$ cat src/rtl/dotmatrix_scan_ctrl_if.sv
// Writer-side bus of the dot-matrix scan controller: row-write handshake plus
// the buffer-swap request/acknowledge pair.
interface dotmatrix_scan_ctrl_if;
    logic       wr_valid;
    logic       wr_ready;
    logic [2:0] wr_addr;
    logic [7:0] wr_data;
    logic       swap_req;
    logic       swap_ack;

    modport master (
        output wr_valid, wr_addr, wr_data, swap_req,
        input  wr_ready, swap_ack
    );

    modport slave (
        input  wr_valid, wr_addr, wr_data, swap_req,
        output wr_ready, swap_ack
    );
endinterface

$ cat src/rtl/dotmatrix_scan_ctrl.sv
// Double-buffered 8x8 LED matrix scanner: rows are written into the back frame,
// the front frame is column-multiplexed onto the pins with a per-slot blanking gap.
//
// state     | meaning
// S_IDLE    | no swap outstanding, writes accepted
// S_PENDING | swap requested, waiting for the slot-7 tick; writes stalled
module dotmatrix_scan_ctrl #(
    parameter int SCAN_DIV  = 27000,
    parameter int BLANK_CYC = 200,
    parameter int CNT_W     = 25
) (
    input  logic                 CLK,
    input  logic                 RESET,
    input  logic                 enable,
    dotmatrix_scan_ctrl_if.slave wr,
    output logic                 frame_start,
    output logic [7:0]           Row_LED,
    output logic [7:0]           Col_LED
);

    typedef enum logic [0:0] {
        S_IDLE    = 1'b0,
        S_PENDING = 1'b1
    } state_t;

    state_t           r_state;
    state_t           w_state_nxt;
    logic             w_do_swap;

    logic [CNT_W-1:0] r_cnt;
    logic [2:0]       r_slot;
    logic             r_front_sel;
    logic [7:0]       r_buf [2][8];
    logic             r_swap_ack;
    logic             r_frame_start;
    logic [7:0]       r_row;
    logic [7:0]       r_col;

    logic             w_tick;
    logic             w_frame_end;
    logic             w_wr_fire;

    assign w_tick      = enable && (r_cnt == CNT_W'(SCAN_DIV - 1));
    assign w_frame_end = w_tick && (r_slot == 3'd7);
    assign wr.wr_ready = (r_state == S_IDLE);
    assign w_wr_fire   = wr.wr_valid && wr.wr_ready;

    assign wr.swap_ack = r_swap_ack;
    assign frame_start = r_frame_start;
    assign Row_LED     = r_row;
    assign Col_LED     = r_col;

    // A request landing on the frame-end tick swaps at once instead of waiting a frame.
    always_comb begin
        w_state_nxt = r_state;
        w_do_swap   = 1'b0;
        case (r_state)
            S_IDLE: begin
                if (wr.swap_req) begin
                    if (w_frame_end) w_do_swap   = 1'b1;
                    else             w_state_nxt = S_PENDING;
                end
            end
            S_PENDING: begin
                if (w_frame_end) begin
                    w_do_swap   = 1'b1;
                    w_state_nxt = S_IDLE;
                end
            end
            default: w_state_nxt = S_IDLE;
        endcase
    end

    always_ff @(posedge CLK or posedge RESET) begin
        if (RESET) begin
            r_state       <= S_IDLE;
            r_swap_ack    <= 1'b0;
            r_frame_start <= 1'b0;
            r_front_sel   <= 1'b0;
        end else begin
            r_state       <= w_state_nxt;
            r_swap_ack    <= w_do_swap;
            r_frame_start <= w_frame_end;
            if (w_do_swap) r_front_sel <= ~r_front_sel;
        end
    end

    always_ff @(posedge CLK or posedge RESET) begin
        if (RESET) begin
            r_cnt  <= '0;
            r_slot <= 3'd0;
        end else if (enable) begin
            if (w_tick) begin
                r_cnt  <= '0;
                r_slot <= r_slot + 3'd1;
            end else begin
                r_cnt  <= r_cnt + CNT_W'(1);
            end
        end
    end

    // Writes index the back frame with the pre-swap select, so a write coinciding
    // with a swap lands in the frame that is about to become visible.
    always_ff @(posedge CLK or posedge RESET) begin
        if (RESET) begin
            for (int i = 0; i < 8; i++) begin
                r_buf[0][i] <= 8'h00;
                r_buf[1][i] <= 8'h00;
            end
        end else if (w_wr_fire) begin
            r_buf[~r_front_sel][wr.wr_addr] <= wr.wr_data;
        end
    end

    always_ff @(posedge CLK or posedge RESET) begin
        if (RESET) begin
            r_row <= 8'hFF;
            r_col <= 8'h00;
        end else if (!enable || (r_cnt < CNT_W'(BLANK_CYC))) begin
            r_row <= 8'hFF;
            r_col <= 8'h00;
        end else begin
            r_col <= 8'b1 << r_slot;
            r_row <= ~r_buf[r_front_sel][r_slot];
        end
    end

endmodule

$ cat src/flat_wrapper.sv
// flat-port wrapper written by rule: the top's interface ports become plain ports
module dotmatrix_scan_ctrl_flat 
#(
    parameter int SCAN_DIV  = 27000,
    parameter int BLANK_CYC = 200,
    parameter int CNT_W     = 25
)
  (CLK, RESET, enable, frame_start, Row_LED, Col_LED, wr_wr_valid, wr_wr_addr, wr_wr_data, wr_swap_req, wr_wr_ready, wr_swap_ack);
  dotmatrix_scan_ctrl_if wr_i ();
  input  logic CLK;
  input  logic RESET;
  input  logic enable;
  output logic frame_start;
  output logic [7:0] Row_LED;
  output logic [7:0] Col_LED;
  input wire logic [$bits(wr_i.wr_valid)-1:0] wr_wr_valid;
  input wire logic [$bits(wr_i.wr_addr)-1:0] wr_wr_addr;
  input wire logic [$bits(wr_i.wr_data)-1:0] wr_wr_data;
  input wire logic [$bits(wr_i.swap_req)-1:0] wr_swap_req;
  output wire logic [$bits(wr_i.wr_ready)-1:0] wr_wr_ready;
  output wire logic [$bits(wr_i.swap_ack)-1:0] wr_swap_ack;
  assign wr_i.wr_valid = wr_wr_valid;
  assign wr_i.wr_addr = wr_wr_addr;
  assign wr_i.wr_data = wr_wr_data;
  assign wr_i.swap_req = wr_swap_req;
  assign wr_wr_ready = wr_i.wr_ready;
  assign wr_swap_ack = wr_i.swap_ack;
  dotmatrix_scan_ctrl #(.SCAN_DIV(SCAN_DIV), .BLANK_CYC(BLANK_CYC), .CNT_W(CNT_W)) u_core (.CLK(CLK), .RESET(RESET), .enable(enable), .wr(wr_i), .frame_start(frame_start), .Row_LED(Row_LED), .Col_LED(Col_LED));
endmodule
$ cat config.mk
export PLATFORM = sky130hd
export DESIGN_NAME = dotmatrix_scan_ctrl_flat
export DESIGN_NICKNAME = d
export VERILOG_FILES = /design/src/rtl/dotmatrix_scan_ctrl_if.sv /design/src/rtl/dotmatrix_scan_ctrl.sv /design/src/flat_wrapper.sv
export SDC_FILE = /design/constraint.sdc
export NUM_CORES = 1
export LEC_CHECK = 0
export BUFFER_PORTS_ARGS = -buffer_cell sky130_fd_sc_hd__buf_2
export CORE_ASPECT_RATIO = 1.75
export CORE_MARGIN = 2
export CORE_UTILIZATION = 61
export DETAILED_ROUTE_END_ITERATION = 10
export PLACE_DENSITY = 0.79
export SLEW_MARGIN = 25
export SYNTH_ARGS = -nofsm -noshare
export SYNTH_HDL_FRONTEND = slang
export SYNTH_SLANG_ARGS = --single-unit
export TNS_END_PERCENT = 50
$ cat constraint.sdc
create_clock -name CLK -period 7.5 [get_ports CLK]
set_input_delay 0.75 -clock CLK [delete_from_list [all_inputs] [get_ports CLK]]
set_output_delay 0.75 -clock CLK [all_outputs]
set_load 0.005 [all_outputs]
==> After elaboration in Yosys (flattened, before gate mapping) <==
Index checks and enable logic that the tools add are counted.
{ "totals": {"word_cells": 71, "regBits": 176, "inputBits": 16, "n_memories": 0, "out_inout_bits": 19, "latch_bits": 0, "romBits": 0, "ramBits": 0} }
{ "op_classes": {"magnitude_cmp": 7, "n_div": 0, "eq_ne": 2, "n_bitwise": 7, "shift": 1, "n_addsub": 2, "n_reduce_logical": 8, "multipliers": 0, "mux": 20} }
{ "op_table": {"columns": ["cell", "n"], "rows": [
  ["$mux W64", 4],
  ["$bwmux W128", 1],
  ["$demux W64 S1", 1],
  ["$mux W8", 5],
  ["$add A25 B1 Y25 const B", 1],
  ["$eq A25 B15 Y1 const B", 1],
  ["$lt A25 B8 Y1 const B", 1],
  ["$mux W25", 1],
  ["$bmux W8 S3", 1],
  ["$demux W8 S3", 1],
  ["$ge A4 B4 Y1 const B", 2],
  ["$not A3 Y4", 2],
  ["$not A8 Y8", 1],
  ["$shl A1 B3 Y8 const A", 1],
  ["$logic_and A1 B1 Y1", 5],
  ["$ge A2 B2 Y1 const B", 2],
  ["$lt A4 B1 Y1 const B", 1],
  ["$mux W1", 4],
  ["$not A1 Y2", 2],
  ["$pmux W1 S2", 2],
  ["$add A3 B1 Y3 const B", 1],
  ["$eq A3 B3 Y1 const B", 1],
  ["$lt A2 B1 Y1 const B", 1],
  ["$not A1 Y1", 2],
  ["3 further kinds", 3]
]} }

==> Longest topological paths before layout <==
Gate-level depths: netlist of the first run.
{ "depth": {"word_depth": 9, "mapped_depth": 7, "depth_no_buf": 5} }

==> Least setup slack after synthesis of the first run <==
No wires, ideal clock.
{ "synth_timing": {"kind": "input to register", "from": "in wr_wr_addr[0]", "to": "reg u_core.r_buf[10] (netlist bit)", "setup_ns": 0.125, "path_stages": 4, "required_time_ns": 7.375, "n_path_buf": 1, "arrival_time_ns": 1.766, "path_slack_ns": 5.609, "cell_sequence": "nor4b_2 nor2b_1 buf_2 mux2_2"} }
{ "synth_between": {"elab_chain_cells": 8, "elab_cells_between_ends": 9, "classes_between": "2 x order compare; 5 x mux; 1 x bitwise; 1 x reduce/logical"} }
{ "synth_rtl": {"columns": ["item", "line", "source"], "rows": [
  ["from (decl)", "flat_wrapper.sv:17", "input wire logic [$bits(wr_i.wr_addr)-1:0] wr_wr_addr;"],
  ["$not A3 Y4 *", "dotmatrix_scan_ctrl.sv:111", "r_buf[~r_front_sel][wr.wr_addr] <= wr.wr_data;"],
  ["$ge A4 B4 Y1 (not written as such) / $lt A4 B1 Y1 (equally long branches)", "dotmatrix_scan_ctrl.sv:111", null],
  ["$logic_and A1 B1 Y1 (not written as such)", "dotmatrix_scan_ctrl.sv:111", null],
  ["$mux W8 (not written as such)", "dotmatrix_scan_ctrl.sv:111", null],
  ["$demux W8 S3 *", "dotmatrix_scan_ctrl.sv:111", null],
  ["$mux W64 (not written as such) *", "dotmatrix_scan_ctrl.sv:111", null],
  ["$demux W64 S1 *", "dotmatrix_scan_ctrl.sv:111", null],
  ["$bwmux W128 *", "dotmatrix_scan_ctrl.sv:111", null],
  ["to (signal, indexed assignment)", "dotmatrix_scan_ctrl.sv:111", null],
  ["to (decl)", "dotmatrix_scan_ctrl.sv:33", "logic [7:0] r_buf [2][8];"]
]} }
Mark *: on every way between the ends. The rest lies on a longest branch, timed or not.
A chain may end at the register's enable or synchronous reset.

==> Worst setup path after layout of the first run <==
{ "layout_timing": {"from": "reg u_core.r_front_sel", "to": "reg u_core.r_buf[102] (netlist bit)"} }
{ "layout_between": {"elab_chain_cells": 7, "elab_cells_between_ends": 8, "classes_between": "2 x order compare; 3 x mux; 2 x bitwise; 1 x reduce/logical"} }
{ "layout_rtl": {"columns": ["item", "line", "source"], "rows": [
  ["from (decl)", "dotmatrix_scan_ctrl.sv:32", "logic r_front_sel;"],
  ["from (signal assigned)", "dotmatrix_scan_ctrl.sv:84", "if (w_do_swap) r_front_sel <= ~r_front_sel;"],
  ["$not A1 Y1 *", "dotmatrix_scan_ctrl.sv:111", null],
  ["$not A1 Y2 *", "dotmatrix_scan_ctrl.sv:111", null],
  ["$ge A2 B2 Y1 (not written as such) / $lt A2 B1 Y1 (equally long branches)", "dotmatrix_scan_ctrl.sv:111", null],
  ["$logic_and A1 B1 Y1 (not written as such)", "dotmatrix_scan_ctrl.sv:111", null],
  ["$mux W64 (not written as such)", "dotmatrix_scan_ctrl.sv:111", null],
  ["$demux W64 S1 *", "dotmatrix_scan_ctrl.sv:111", null],
  ["$bwmux W128 *", "dotmatrix_scan_ctrl.sv:111", null]
]} }
Marks and branches as above.

==> results of run 1 <==
-- critical path: cells and delay by family, from the launching register on --
kind,cells,cell delay [ns]
buffers and inverters,1,0.47
DFF,1,0.33
muxes,1,0.43
and+or+nand+nor,2,1.16
-- synth_stat cells, types with 7 or more instances --
library cell,count,area share [%]
nand2_1,39,1.8
nor4_1,11,0.86
ha_1,7,1.1
buf_2,13,0.81
xor2_1,16,1.7
a22oi_1,16,1.5
nand3_1,10,0.62
clkbuf_1,9,0.42
nor2_1,13,0.61
and3_1,9,0.70
xnor2_1,7,0.77
dfrtp_1,168,52
dfstp_2,8,2.6
mux2_2,126,18
inv_1,10,0.47
mux4_2,32,9.0
nor2b_1,8,0.62
-- power by group --
group / switching [W] / internal [W]
Sequential: 0.0000329 / 0.000977
Combinational: 0.0000638 / 0.0000349
Clock: 0.000375 / 0.000530
-- flip-flops by register name, indices dropped and copies added, names as in the netlist --
name	flops
u_core.frame_start	1
u_core.r_front_sel	1
u_core.r_slot	3
u_core.wr.swap_ack	1
u_core.r_state	1
u_core.r_buf	128
u_core.Row_LED	8
u_core.Col_LED	8
u_core.r_cnt	25
-- worst max-delay path by stage --
stage	from	endpoint	slack [ns]	depth (start not counted)
floorplan	RESET	u_core.Col_LED[0]$_DFF_PP0_	1.99	1
global placement	RESET	u_core.r_slot[0]$_DFFE_PP0P_	4.96	3
detailed placement	RESET	u_core.r_slot[0]$_DFFE_PP0P_	4.86	3
CTS	u_core.r_front_sel$_DFFE_PP0P_	u_core.r_buf[102]$_DFFE_PP0P_	4.95	4
global route	u_core.r_front_sel$_DFFE_PP0P_	u_core.r_buf[102]$_DFFE_PP0P_	4.85	4
finish	u_core.r_front_sel$_DFFE_PP0P_	u_core.r_buf[102]$_DFFE_PP0P_	4.98	4
-- cells by family after synthesis --
group,count (synthesis),synth area share (%)
DFF,176,55.1
muxes,162,27.3
and+or+nand+nor,127,9.50
buffers and inverters,41,2.41
AOI/OAI and AO/OA,24,2.12
xor gates and xnor gates,23,2.51
adders and majority gates,7,1.09
-- area by class of cell --
cell class | instances | area share, %
timing repair buffer | 37 | 2.21
tap | 171 | 2.41
inverter | 11 | 0.521
clock inverter | 14 | 2.01
clock buffer | 18 | 4.83
multi-input combinational | 343 | 38.3
sequential | 176 | 49.7
-- per-layer routing --
| metal | routed length (µm) | share of wire (%) |
|---|---|---|
| met4 | 749 | 4.6 |
| met2 | 8890 | 54 |
| met5 | 0 | 0 |
| met3 | 582 | 3.5 |
| met1 | 6180 | 38 |
-- through the flow --
step / hold slack, ns / std cells / utilization [%] / total power, W
6_report: 0.480 / 770 / 69.0 / 0.00201
5_1_grt: 0.503 / 770 / 69.0 / 0.00208
4_1_cts: 0.493 / 770 / 69.0 / 0.00203
3_5_place_dp: 0.475 / 738 / 64.3 / 0.00113
3_3_place_gp: 0.461 / 738 / 64.3 / 0.00112
2_1_floorplan: 0.442 / 560 / - / 0.00109
==> run metrics, run 1 <==
setup TNS 0 ns; post-synthesis cell type count 49; ys async rst share 100%; Fillers 885; Rel. slew slack 32.6%; Inserted Clock Buffers 17; Post-Syn Area 8010 µm²; clock sinks 176; fin crit share 33.6%; global-route wire length before repair 27300 µm; count of boundary I/O pins 35; met1 global-route usage 29.3%; worst path arrival time 2.82 ns; final setup fails 0; max-slew violations 0; post-route cell area 8880 µm²; met2 GRT Util 44.5%; Synth Warn # 0; Crit Path Max Fanout 37; Avg WL per Cell 21.3 µm; # rows 55; VDD IR max 0.000198 V; final WL 16400 µm; Pre-Repair DR Iteration Count 4; Main synth FF type dfrtp_1; commonest cells after routing, fill and taps aside dfrtp_1 (167), mux2_2 (126), nand2_1 (39), buf_2 (34), mux4_2 (32); sequential cell area 4420 µm²; Startpoint Class register; core footprint 12900 µm²; detail-routed via count per cell 6.25; clock tree buffer depth 2; commonest non-fill, non-tap cell in the layout dfrtp_1; die width 90.6 µm; area of the multi-input gates 3400 µm²; via count 4815; CTS tree done; FF+latch count, synth 176; Reg clk slew, reported paths 0.07 ns; leakage 4.32 nW; critical path, cell by cell buf_4 -> nand4_1 -> nor2b_1 -> mux2_2; Synth Instances 560; Slew @ Worst Pin 1.01 ns; syn avg cell area 14.3 µm²; initial detailed-routing violation count 360; number of setup buffers added after CTS 0; share of layout cells above drive strength 1 41.4%; hold buffers post-CTS 0; Crit. End Element register; Worst-Skew Late Latency 0.42 ns; DR DRC count 0; detailed placement HPWL 11300 µm; fin crit period 2.52 ns; vias in the first global route 5260; P&R area growth vs syn 10.9%; final net count 609; Data required, critical path 7.80 ns; critical path class reg2reg; worst min-delay path class in2async; number of synthesized flops with an enable pin 0; power per cell area 227 nW/µm²; Fmax 397 MHz; terminus of the critical flop-to-flop path u_core.r_buf[102]$_DFFE_PP0P_; Initial Util 62.2%; Final GP Congestion 0.832; Post-Place Worst Slack 4.86 ns; Hold Fails Final Rpt 0; clock root buffer clkbuf_16; r2r setup slk 4.98 ns; Max Cap Viol 0; largest net degree at the start of global routing 98; post-synthesis sequential area ratio 55.1%; status finished, final reports clean; post-CTS sizing 0; GRT overflow 0; die height 156 µm; number of port buffers 34; die area 14100 µm²; post-route setup slack 4.98 ns; overall routing resource usage 25.3%; worst r2r src u_core.r_front_sel$_DFFE_PP0P_; synthesized net count 583; slowest stage delay, CP 0.85 ns; cells on worst reg2reg path 4; DRT antenna net count 0; GRT Max-Usage Layer met2; final setup skew 0.00622 ns; GRT met3 Usage 4.83%; H-tree depth 4; diode count 0; slowest library cell on the worst path nor2b_1; placed inst area 8270 µm²; RSZ-0062 raised after global routing false; initial antenna violation count 0
Note: power is estimated with default switching activity, not from simulation.
==> run 2: changes to the inputs <==
--- a/config.mk
+++ b/config.mk
@@ -8,9 +8,9 @@
 export BUFFER_PORTS_ARGS = -buffer_cell sky130_fd_sc_hd__buf_2
 export CORE_ASPECT_RATIO = 1.75
 export CORE_MARGIN = 2
-export CORE_UTILIZATION = 61
+export CORE_UTILIZATION = 55
 export DETAILED_ROUTE_END_ITERATION = 10
-export PLACE_DENSITY = 0.79
+export PLACE_DENSITY = 0.75
 export SLEW_MARGIN = 25
 export SYNTH_ARGS = -nofsm -noshare
 export SYNTH_HDL_FRONTEND = slang
==> constraint.sdc (replaced) <==
create_clock -name CLK -period 2 [get_ports CLK]
set_input_delay 0.2 -clock CLK [delete_from_list [all_inputs] [get_ports CLK]]
set_output_delay 0.2 -clock CLK [all_outputs]
set_load 0.005 [all_outputs]
==> run 2 against run 1 <==
Compared with the run above: setup slack got worse by 4.9 ns; global-route usage decreased by 2.0 points; die area increased by 11%; clock power increased to 4.1 times the previous value; total power increased to 3.9 times the previous value; via count about the same; flip-flop and latch count unchanged; critical path type unchanged; critical endpoint is now u_core.r_slot[1]$_DFFE_PP0P_.
==> run metrics, run 2 (synthesis gave the netlist of run 1 again) <==
Flop pwr share 47.9% (-2.3 points); core footprint 14300 µm² (+11%); final WL 16800 µm (+2.3%); Power Total 0.00790 W (+290%); post-route insts no fill 798 (+3.6%); Initial Util 56.0% (-6.2 points); post-route setup slack 0.117 ns (-4.86 ns); max-slew violations 0 (unchanged); clock root buffer clkbuf_16; biggest regs u_core.r_buf (128), u_core.r_cnt (25); number of setup buffers added after CTS 0 (unchanged); max reg flops 128 (unchanged); worst path arrival time 2.17 ns (-0.65 ns); commonest cells after routing, fill and taps aside dfrtp_1 (167), mux2_2 (126), nand2_1 (39), buf_2 (34), mux4_2 (32); Gate power share 5.2% (+0.3 points); fin crit share 94.1% (+61 points); share of layout cells above drive strength 1 43.2% (+1.8 points); Final GP Congestion 0.861 (+3.5%); overall routing resource usage 23.3% (-2.0 points); Crit. End Element register; placed insts 765 (+3.7%); die width 95.2 µm (+5.1%); final setup fails 0 (unchanged); Post-Place Worst Slack 0.131 ns (-4.73 ns); clock sinks 176 (unchanged); final setup skew 0.00985 ns (+0.00363 ns); Crit Path Max Fanout 6 (-84%); Reg clk slew, reported paths 0.06 ns (about the same); GRT overflow 0 (unchanged); commonest non-fill, non-tap cell in the layout dfrtp_1; final net count 628 (+3.1%); Max Cap Viol 0 (unchanged); worst min-delay path class in2reg; count of boundary I/O pins 35 (unchanged); power per cell area 864 nW/µm² (+280%); RSZ-0062 raised after global routing false; Switching Fraction 22.6% (-0.87 points); Worst-Skew Late Latency 0.42 ns (about the same); initial antenna violation count 0 (unchanged); Inserted Clock Buffers 17 (unchanged); Hold Fails Final Rpt 0 (unchanged); Most flops, register u_core.r_buf; Rel. slew slack 67.6% (+35 points); DRT antenna net count 0 (unchanged); Pre-Repair DR Iteration Count 4 (unchanged); detail-routed via count per cell 6.03 (-3.6%); critical path class reg2reg; Startpoint Class register; H-tree depth 4 (unchanged); Slew @ Worst Pin 0.486 ns (-0.523 ns); DR DRC count 0 (unchanged); number of port buffers 34 (unchanged); Fmax 531 MHz (+34%); clock tree buffer depth 2 (unchanged); Data required, critical path 2.29 ns (-5.51 ns); status finished, final reports clean; die height 164 µm (+5.2%); global-route wire length before repair 27300 µm (-0.15%); P_sw 0.00178 W (+280%); detailed placement HPWL 11600 µm (+3.3%); VDD IR max 0.000578 V (+190%); diode count 0 (unchanged); largest net degree at the start of global routing 73 (-26%); CTS tree done; internal power 0.00612 W (+300%); die area 15600 µm² (+11%); P&R area growth vs syn 14.2%; initial detailed-routing violation count 271 (-25%); leakage 4.46 nW (+3.3%); # rows 58 (+5.5%); fin crit period 1.88 ns (-0.638 ns); Avg WL per Cell 21.0 µm (-1.3%); via count 4811 (-0.083%); vias in the first global route 5294 (+0.65%); clock power share 46.8% (+1.9 points)
-- run 2: power groups by stage --
stage | combinational, W | clock (W) | sequential (W)
2_1_floorplan | 0.000294 | 0 | 0.00379
3_3_place_gp | 0.000385 | 0 | 0.00383
3_5_place_dp | 0.000399 | 0 | 0.00384
4_1_cts | 0.000406 | 0.00376 | 0.00378
5_1_grt | 0.000457 | 0.00391 | 0.00379
6_report | 0.000413 | 0.00370 | 0.00379
-- run 2: path summary, 6_finish.rpt --
path	startpoint	endpoint	slack (ns)	depth (start not counted)
min reg2reg	u_core.r_cnt[24]$_DFFE_PP0P_	u_core.r_cnt[24]$_DFFE_PP0P_	0.47	1
min in group asynchronous	RESET	u_core.r_buf[78]$_DFFE_PP0P_	0.29	3
max in group asynchronous	RESET	u_core.Row_LED[0]$_DFF_PP1_	1.01	4
max	u_core.r_cnt[0]$_DFFE_PP0P_	u_core.r_slot[1]$_DFFE_PP0P_	0.12	5
max reg2reg	u_core.r_cnt[0]$_DFFE_PP0P_	u_core.r_slot[1]$_DFFE_PP0P_	0.12	5
min	wr_swap_req	u_core.r_state$_DFF_PP0_	0.08	3
-- run 2: metrics by stage --
stage	hold slack [ns]	util, %	TNS [ns]	instance area [µm²]
3_5_place_dp	0.181	59.1	0	8450
6_report	0.0783	64.0	0	9150
2_1_floorplan	0.335	-	-74.95	8010
3_3_place_gp	0.174	59.1	0	8450
5_1_grt	0.0674	64.0	0	9150
4_1_cts	0.0727	63.9	0	9130
-- run 2: timing repair --
item | CTS | global route
hold buffers | 1 | 0
setup endpoints to repair | 0 | 2
hold endpoints to repair | 9 | 0
resized for setup | 0 | 3
-- run 2: critical path: stages, from the launching register on --
cell,delay [ns]
dfrtp_1,0.44
ha_4,0.20
nand2_2,0.06
or3_1,0.40
nor3_4,0.30
mux2_1,0.36
-- run 2: final cells by class --
cell class,instances,area [µm²]
clock inverters,13,223
multi-input cells,343,3420
fillers,1000,5150
flip-flops and latches,176,4420
inverters,11,45.0
clock buffers,19,443
well taps,180,225
repair buffers,56,379
-- run 2: metal layers --
layer / up-vias / part of all wire [%] / track usage (%)
li1: 2143 / - / -
met1: 2510 / 38 / 26.3
met2: 122 / 55 / 42.0
met3: 36 / 3.1 / 4.01
met4: 0 / 3.6 / 10.8
met5: - / 0 / 0
==> run 3: changes to the inputs <==
--- a/config.mk
+++ b/config.mk
@@ -11,6 +11,7 @@
 export CORE_UTILIZATION = 55
 export DETAILED_ROUTE_END_ITERATION = 10
 export PLACE_DENSITY = 0.75
+export REMOVE_ABC_BUFFERS = 1
 export SLEW_MARGIN = 25
 export SYNTH_ARGS = -nofsm -noshare
 export SYNTH_HDL_FRONTEND = slang
==> run 3 against run 2 <==
Compared with the run above: core utilization rose by 0.079 points; wire length rose by 8.9%; die area stayed put; critical path depth increased by 2; combinational power up 8.5%; design area increased by 0.12%; flip-flop and latch count unchanged; clock skew grew 0.0012 ns; total power is 7.5% lower; setup slack worse by 0.0041 ns; largest power group unchanged.
==> run metrics, run 3 (synthesis gave the netlist of run 1 again) <==
clock sinks 176 (unchanged); biggest regs u_core.r_buf (128), u_core.r_cnt (25); Hold Fails Final Rpt 0 (unchanged); Rel. slew slack 66.2% (-1.3 points); Initial Util 56.0% (unchanged); met1 wire length 6600 µm (+3.2%); critical path class reg2reg; Crit Path Max Fanout 12 (+6); Data required, critical path 2.35 ns (+0.06 ns); detail-routed via count per cell 6.11 (+1.4%); Top Metal Used met4; Pre-Repair DR Iteration Count 4 (unchanged); overall routing resource usage 25.5% (+2.1 points); final setup skew 0.0111 ns (+0.00124 ns); Slew @ Worst Pin 0.505 ns (+0.0189 ns); # rows 58 (unchanged); hold depth 4 (+1); Fmax 530 MHz (-0.22%); worst r2r src u_core.r_cnt[1]$_DFFE_PP0P_; detailed placement HPWL 13000 µm (+11%); fin crit period 1.89 ns (+0.00412 ns); largest net degree at the start of global routing 51 (-30%); Avg WL per Cell 22.6 µm (+7.3%); Final GP Congestion 0.876 (+1.7%); die height 164 µm (unchanged); Crit. End Element register; commonest cells after routing, fill and taps aside dfrtp_1 (167), mux2_2 (126), nand2_1 (39), buf_2 (34), mux4_2 (32); number of port buffers 34 (unchanged); Startpoint Class register; Worst-Skew Late Latency 0.42 ns (about the same); final net count 640 (+1.9%); placed insts 777 (+1.6%); max-slew violations 0 (unchanged); final core utilization 64.1% (+0.079 points); initial detailed-routing violation count 251 (-7.4%); cells on worst reg2reg path 7 (+2); VDD IR max 0.000473 V (-18%); terminus of the critical flop-to-flop path u_core.r_slot[2]$_DFFE_PP0P_; initial antenna violation count 0 (unchanged); clock tree buffer depth 2 (unchanged); core footprint 14300 µm² (unchanged); RSZ-0062 raised after global routing false; die width 95.2 µm (unchanged); Hold Crit Endpoint u_core.r_cnt[3]$_DFFE_PP0P_; setup TNS 0 ns (unchanged); met3 wire length 664 µm (+27%); via count 4953 (+3.0%); count of boundary I/O pins 35 (unchanged); max reg flops 128 (unchanged); status finished, final reports clean; power per cell area 798 nW/µm² (-7.6%); DR DRC count 0 (unchanged); Inserted Clock Buffers 17 (unchanged); commonest non-fill, non-tap cell in the layout dfrtp_1; r2r setup slk 0.11 ns (about the same); H-tree depth 4 (unchanged); fin crit share 94.3% (+0.21 points); metal2 WL 10300 µm (+11%); Reg clk slew, reported paths 0.07 ns (about the same); vias in the first global route 5451 (+3.0%); share of layout cells above drive strength 1 44.1% (+0.92 points); post-route insts no fill 810 (+1.5%); P&R area growth vs syn 14.3%; CTS tree done; worst path arrival time 2.23 ns (+0.06 ns); final WL 18300 µm (+8.9%); GRT overflow 0 (unchanged); diode count 0 (unchanged); clock root buffer clkbuf_16; final setup fails 0 (unchanged); worst min-delay path class in2reg; Max Cap Viol 0 (unchanged); global-route wire length before repair 29500 µm (+7.9%); Most flops, register u_core.r_buf; die area 15600 µm² (unchanged); Min-Delay Startpoint enable; DRT antenna net count 0 (unchanged); leakage 4.47 nW (+0.32%)
-- run 3: per-stage QoR --
step                      setup slack (ns)  hold slack [ns]  instance area, µm²  total power [W]
final                                0.113            0.202                9160          0.00731
after global routing                0.0326            0.209                9160          0.00759
after CTS                            0.135            0.181                9160          0.00736
after detailed placement             0.141            0.282                8600          0.00427
after global placement               0.204            0.275                8600          0.00424
after floorplan                      -2.96            0.308                7860          0.00406
-- run 3: final cells by class --
cell class	instances	area, µm²
Fill cell	1040	5140
Sequential cell	176	4420
Multi-Input combinational cell	343	3400
Timing Repair Buffer	68	515
Clock buffer	18	429
Tap cell	180	225
Clock inverter	14	123
Inverter	11	46.3
-- run 3: routing by layer --
metal | GRT usage (%) | vias to the layer above
li1 | - | 2159
met1 | 28.5 | 2623
met2 | 46.0 | 126
met3 | 3.87 | 45
met4 | 12.6 | 0
met5 | 0 | -
-- run 3: timing repair --
item | in CTS | in global routing
buffers inserted | 0 | 0
gates resized for setup | 0 | 0
hold endpoints to repair | 40 | 0
hold buffers | 1 | 0
-- run 3: where the power goes --
group | internal [W] | leakage (nW) | switching [W]
Sequential | 0.00366 | 2.38 | 0.000105
Clock | 0.00163 | 0.258 | 0.00146
Combinational | 0.000169 | 1.83 | 0.000279
Total | 0.00546 | 4.47 | 0.00184
-- run 3: how the worst max path moves through the flow --
stage	start	to	slack, ns	cells past startpoint
floorplan	RESET	u_core.Col_LED[0]$_DFF_PP0_	-2.96	1
global placement	u_core.r_cnt[0]$_DFFE_PP0P_	u_core.r_slot[2]$_DFFE_PP0P_	0.20	7
detailed placement	u_core.r_cnt[0]$_DFFE_PP0P_	u_core.r_slot[2]$_DFFE_PP0P_	0.14	7
CTS	u_core.r_cnt[0]$_DFFE_PP0P_	u_core.r_slot[2]$_DFFE_PP0P_	0.14	7
global route	u_core.r_front_sel$_DFFE_PP0P_	u_core.r_buf[112]$_DFFE_PP0P_	0.03	3
finish	u_core.r_cnt[1]$_DFFE_PP0P_	u_core.r_slot[2]$_DFFE_PP0P_	0.11	7
-- run 3: critical path, cell delays in order, from the launching register on --
cell and delay (ns):
dfrtp_1 0.41, ha_1 0.20, buf_4 0.14, nand2_2 0.06, or3_1 0.39, nor3_4 0.19, buf_4 0.24, mux2i_1 0.19
